### src/rtl/gate_pkg.sv
// gate_pkg: op encodings, state encoding and op sequencing shared by the gate scan unit
package gate_pkg;
  localparam logic [2:0] OP_AND  = 3'd0;
  localparam logic [2:0] OP_NAND = 3'd1;
  localparam logic [2:0] OP_OR   = 3'd2;
  localparam logic [2:0] OP_NOR  = 3'd3;
  localparam logic [2:0] OP_XOR  = 3'd4;
  localparam logic [2:0] OP_XNOR = 3'd5;
  localparam logic [2:0] OP_LAST = OP_XNOR;
  typedef enum logic [1:0] {S_IDLE, S_MAN, S_SCAN} state_e;
  function automatic logic [2:0] op_next(input logic [2:0] op);
    return op == OP_LAST ? OP_AND : op + 3'd1;
  endfunction
endpackage

### src/rtl/gate_bitwise_core.sv
// gate_bitwise_core: combinational two-operand gate; illegal encodings yield zero
module gate_bitwise_core
  import gate_pkg::*;
#(
  parameter int WIDTH = 4
) (
  input  logic [2:0]       op,
  input  logic [WIDTH-1:0] a,
  input  logic [WIDTH-1:0] b,
  output logic [WIDTH-1:0] y,
  output logic             illegal
);
  assign y = op == OP_AND  ? a & b :
             op == OP_NAND ? ~(a & b) :
             op == OP_OR   ? a | b :
             op == OP_NOR  ? ~(a | b) :
             op == OP_XOR  ? a ^ b :
             op == OP_XNOR ? ~(a ^ b) : '0;
  assign illegal = op > OP_LAST;
endmodule

### src/rtl/gate_scan_unit.sv
// gate_scan_unit: registered gate unit with manual and timed scan modes; GATE_PARITY_EN adds a Parity output
module gate_scan_unit
  import gate_pkg::*;
#(
  parameter int WIDTH    = 4,
  parameter int SCAN_DIV = 50_000_000
) (
  input  logic             CLK,
  input  logic             RST,
  input  logic [WIDTH-1:0] A_In,
  input  logic [WIDTH-1:0] B_In,
  input  logic [2:0]       Op_Sel,
  input  logic             Mode,
  input  logic             In_Valid,
  output logic [WIDTH-1:0] Result,
  output logic             Out_Valid,
  output logic [2:0]       Op_Cur,
  output logic             Op_Err
`ifdef GATE_PARITY_EN
  ,
  output logic             Parity
`endif
);
  localparam int DW = $clog2(SCAN_DIV);
  localparam logic [DW-1:0] DIV_MAX = DW'(SCAN_DIV - 1);
  state_e state_q, state_d;
  logic [WIDTH-1:0] a_q, a_d, b_q, b_d, res_q, res_d, a_use, b_use, y;
  logic [2:0] idx_q, idx_d, opc_q, opc_d, idx_nx, core_op;
  logic [DW-1:0] div_q, div_d;
  logic vld_q, vld_d, err_q, err_d, illegal, term;
  // A capture on this edge feeds the result directly, so operands bypass the holding registers
  assign a_use = In_Valid ? A_In : a_q;
  assign b_use = In_Valid ? B_In : b_q;
  assign idx_nx = op_next(idx_q);
  assign term = div_q == DIV_MAX;
  assign core_op = state_q == S_SCAN ? idx_nx : Mode ? OP_AND : Op_Sel;
  gate_bitwise_core #(.WIDTH(WIDTH)) u_core (
    .op(core_op),
    .a(a_use),
    .b(b_use),
    .y(y),
    .illegal(illegal)
  );
  // Mode decisions, scan sequencing and result update
  always_comb begin
    state_d = state_q;
    a_d = a_use;
    b_d = b_use;
    idx_d = idx_q;
    div_d = div_q;
    res_d = res_q;
    vld_d = 1'b0;
    opc_d = opc_q;
    err_d = err_q;
    if (state_q != S_SCAN) begin
      if (Mode) begin
        state_d = S_SCAN;
        idx_d = OP_AND;
        div_d = '0;
        res_d = y;
        vld_d = 1'b1;
        opc_d = OP_AND;
        err_d = 1'b0;
      end else if (In_Valid) begin
        state_d = S_MAN;
        res_d = y;
        vld_d = 1'b1;
        opc_d = Op_Sel;
        err_d = illegal;
      end
    end else if (!Mode) begin
      state_d = S_MAN;
      div_d = '0;
    end else if (term) begin
      idx_d = idx_nx;
      div_d = '0;
      res_d = y;
      vld_d = 1'b1;
      opc_d = idx_nx;
    end else begin
      div_d = div_q + DW'(1);
    end
  end
  // State and output registers, cleared asynchronously
  always_ff @(posedge CLK or posedge RST) begin
    if (RST) begin
      state_q <= S_IDLE;
      a_q <= '0;
      b_q <= '0;
      idx_q <= '0;
      div_q <= '0;
      res_q <= '0;
      vld_q <= 1'b0;
      opc_q <= '0;
      err_q <= 1'b0;
    end else begin
      state_q <= state_d;
      a_q <= a_d;
      b_q <= b_d;
      idx_q <= idx_d;
      div_q <= div_d;
      res_q <= res_d;
      vld_q <= vld_d;
      opc_q <= opc_d;
      err_q <= err_d;
    end
  end
  assign Result = res_q;
  assign Out_Valid = vld_q;
  assign Op_Cur = opc_q;
  assign Op_Err = err_q;
`ifdef GATE_PARITY_EN
  logic par_q, par_d;
  assign par_d = ^res_d;
  // Parity is registered alongside Result
  always_ff @(posedge CLK or posedge RST) begin
    if (RST) par_q <= 1'b0;
    else par_q <= par_d;
  end
  assign Parity = par_q;
`endif
endmodule

### config.mk
export PLATFORM = sky130hd
export DESIGN_NAME = gate_scan_unit
export DESIGN_NICKNAME = d
export VERILOG_FILES = /design/src/rtl/gate_pkg.sv /design/src/rtl/gate_bitwise_core.sv /design/src/rtl/gate_scan_unit.sv
export SDC_FILE = /design/constraint.sdc
export NUM_CORES = 1
export LEC_CHECK = 0
export CAP_MARGIN = 10
export CORE_UTILIZATION = 40
export DETAILED_ROUTE_END_ITERATION = 8
export PLACE_DENSITY = 0.66
export RECOVER_POWER = 100
export SYNTH_ARGS = -nofsm -noshare
export SYNTH_HDL_FRONTEND = slang
export SYNTH_HIERARCHICAL = 1
export SYNTH_SLANG_ARGS = --single-unit
### constraint.sdc
create_clock -name CLK -period 2.16 [get_ports CLK]
set_clock_uncertainty 0.15 [all_clocks]
set_input_delay 0.54 -clock CLK [delete_from_list [all_inputs] [get_ports CLK]]
set_output_delay 0.54 -clock CLK [all_outputs]
set_load 0.02 [all_outputs]
==> results.toml <==
[power]
clkPwrFrac_pct = 32.8
switching_share_pct = 27.0
cellPowerDensity_nw_per_um2 = 598
power_frac_comb_pct = 22.5
internal_power_mw = 1.61
peakVddDrop_v = 0.000409
netSwitchingPower_uw = 594
p_leak_nw = 1.71
power_frac_seq_pct = 44.6

[outcome]
outcome = "complete, no violations"

[sta]
grt_setup_unrepaired = "yes"
relSlewSlack_pct = 57.8
drv_slew = 0
hold_viol_final = 0
fin_crit_ns = 2.15
fmax_mhz = 466
post-route-period-util_pct = 99.3
setup_slack_ns = 0.0148
whs_ns = 0.359
finalSetupViolCount = 0
worstMarginPinSlew_ns = 0.633

[cts]
cts_sinks = 48
cts_buffer_depth = 2
cts.reportedPaths.clkPinSlew_ns = 0.09
cts_root_buf = "clkbuf_8"
cts_tree = "done"
postCtsHoldBufs = 0
h-tree-depth = 2
cts_buffers = 5
clk_latency_ns = 0.30

[grt]
first_global_vias = 2456
antenna_found_initial = 0
grt_max_degree = 22
use_met2_pct = 31.9
met3_usage_pct = 3.52
grtUsageTotal_pct = 19.8
top_usage_layer = "met2"
grt-ovfl-total = 0
grt_pass1_wl_um = 11700
grt_util_met1_pct = 27.5

[placement]
placed_cells = 453
portBuffers = 23
globalplace.congestion = 0.810
preCtsSetupSlack_ns = -0.572
dp_hpwl_um = 4900

[synth]
syn_inst = 290
synth_top_area_share_pct = 42.1
syn_avg_cell_area_um2 = 9.83
synthesis.area_um2 = 2850
netlist-cell-type-count = 53
ys_async_sr_fraction_pct = 100
syn-num-nets = 314
synth-edff-count = 0
yosys.area.top_type = "dfrtp_1"
ys_warn_count = 6
yosysSeqAreaShare_pct = 42.1
synth_area_leaders = "dfrtp_1 42%, mux2_2 5.9%, nand2_1 4.2%"
synth_top_flop_cell = "dfrtp_1"
synth-seq-cells = 48

[worst_hold_path]
hold_end = "Op_Cur[0]$_DFFE_PP0P_"
hold_path_depth = 1
min_from = "Op_Cur[0]$_DFFE_PP0P_"
hold_path_class = "register to register"

[final_layout]
final_util_pct = 53.9
area.growth.synth_to_final_pct = 29.2
fin_cells = 463
n_antenna_cell = 0
num-nets-final = 390
drive_above_1_share_pct = 24.8

[worst_setup_path]
crit_path_start_kind = "primary input"
cp-end-kind = "register"
crit_type = "primary input to register"
cp_num_cells = 9
reg2reg_to = "Op_Cur[2]$_DFFE_PP0P_"
crit_family = "multiplexers"
path_max_fanout = 3
max_stage_delay_ns = 0.34
slowest_stage = "mux2_1"
r2r_cells = 5
crit_chain = "dlygate4sd2_1 > buf_4 > mux2_1 > inv_1 > ha_1 > xor2_1 > a22oi_1 > nand2_1 > mux2_2"
r2r_setup_slack_ns = 0.03
cp_num_buf_inv = 3
r2r_start = "div_q[19]$_DFFE_PP0P_"
critPathArrivalTime_ns = 2.19
worstPathRequired_ns = 2.20

[die]
dieHeight_um = 86.4
coreArea_um2 = 6830
fp.dieW_um = 86.4
initial_utilization_pct = 41.7
rows = 30
ios = 24
dieArea_um2 = 7470

[detailed_routing]
wirelength_um = 6780
via_per_inst = 5.22
vias = 2417
dr.first_iter.drc_count = 128
ant_nets = 0
drtPass1Iterations = 4
routedWlPerCell_um = 14.6
route.detailed.drc = 0

[flow_run]
cap_violations = 0
## cells in the final DEF (no fill, tap or decap), types with 7 or more instances in the layout
cell type | Yosys | routed
nor2_1 | 14 | 13
a21oi_1 | 13 | 13
clkdlybuf4s50_1 | 0 | 11
clkbuf_8 | 2 | 7
dlygate4sd3_1 | 0 | 10
nand3_1 | 21 | 21
or3_1 | 8 | 8
nand2_1 | 32 | 32
mux2_2 | 15 | 10
dfrtp_1 | 48 | 48
xor2_1 | 9 | 9
ha_1 | 9 | 8
inv_1 | 16 | 13
buf_4 | 0 | 40
o21ai_0 | 16 | 13
## routing by layer
layer | share of wire (%) | vias up
li1 | - | 1200
met3 | 3.9 | 4
met5 | 0 | -
met2 | 47 | 45
met4 | 0.68 | 0
met1 | 49 | 1168
## cells by family (layout without fill, tap and decap cells)
kind of cell | after synthesis | after routing | share of synthesized area, %
compound gates | 59 | 59 | 13.3
buf+inv | 27 | 104 | 5.48
flops | 48 | 48 | 42.1
xor+xnor | 14 | 14 | 4.30
mux | 18 | 18 | 6.98
simple gates | 115 | 115 | 23.9
fa+ha+maj | 9 | 9 | 3.95
## cell type report
cell class / count / area (um2)
clock inverters: 1 / 30.0
flip-flops and latches: 48 / 1200
fillers: 644 / 3150
inverters: 16 / 60.1
multi-input cells: 215 / 1520
clock buffers: 7 / 96.3
repair buffers: 80 / 657
well taps: 96 / 120
## worst register-to-register path, cell delays in order, from the launching register on
cell     delay [ns]
dfrtp_1        0.37
nand4_1        0.22
or4_1          0.61
o21ai_4        0.14
buf_4          0.19
mux2_2         0.35
## power by group through the flow
stage,Sequential (mW),Combinational (mW),Clock (mW)
after floorplan,1.04,0.242,0
after global placement,1.00,0.496,0
after detailed placement,1.00,0.505,0
after CTS,0.987,0.520,0.739
after global routing,0.990,0.546,0.769
final,0.984,0.496,0.724
## worst max-delay path by stage
stage | slack, ns | to | startpoint
final | 0.01 | Result[0]$_DFFE_PP0P_ | In_Valid
after global routing | -0.05 | Result[3]$_DFFE_PP0P_ | In_Valid
after CTS | 0.02 | div_q[2]$_DFFE_PP0P_ | div_q[22]$_DFFE_PP0P_
after detailed placement | -0.57 | Result[2]$_DFFE_PP0P_ | In_Valid
after global placement | -0.53 | Result[1]$_DFFE_PP0P_ | In_Valid
after floorplan | -0.002 | Result[2]$_DFFE_PP0P_ | In_Valid
## metrics by stage
stage	setup TNS, ns	power, mW	area, um2
after floorplan	-0.00202	1.28	2870
after global placement	-8.26	1.50	3590
after detailed placement	-9.32	1.51	3590
after CTS	0	2.25	3750
after global routing	-0.445	2.30	3680
final	0	2.20	3680
## cells in the mapped netlist (4+ instances only)
cell type,n
nor3_1,6
mux2_2,15
nor2_1,14
o22ai_1,4
a21o_1,5
ha_1,9
nor4_1,4
o21ai_0,16
a22oi_1,4
dfrtp_1,48
xor2_1,9
or3_1,8
inv_1,16
nand3_1,21
nand2_1,32
nand4_1,5
a22o_1,4
nor2b_1,4
a21oi_1,13
xnor2_1,5
## what timing repair did
action | 4_1_cts | 5_1_grt
endpoints found under the setup margin | 7 | 12
buffers inserted | 2 | 0
pin swaps | 1 | 5
gates resized for setup | 4 | 11
endpoints found under the hold margin | 0 | 0
## state kept, by name, summed over array words and instances (netlist names)
register and flops:
Out_Valid 1, a_q 4, Result 4, state_q 2, idx_q 3, Op_Err 1
Op_Cur 3, b_q 4, div_q 26
Power figures use the tool's default switching activity.
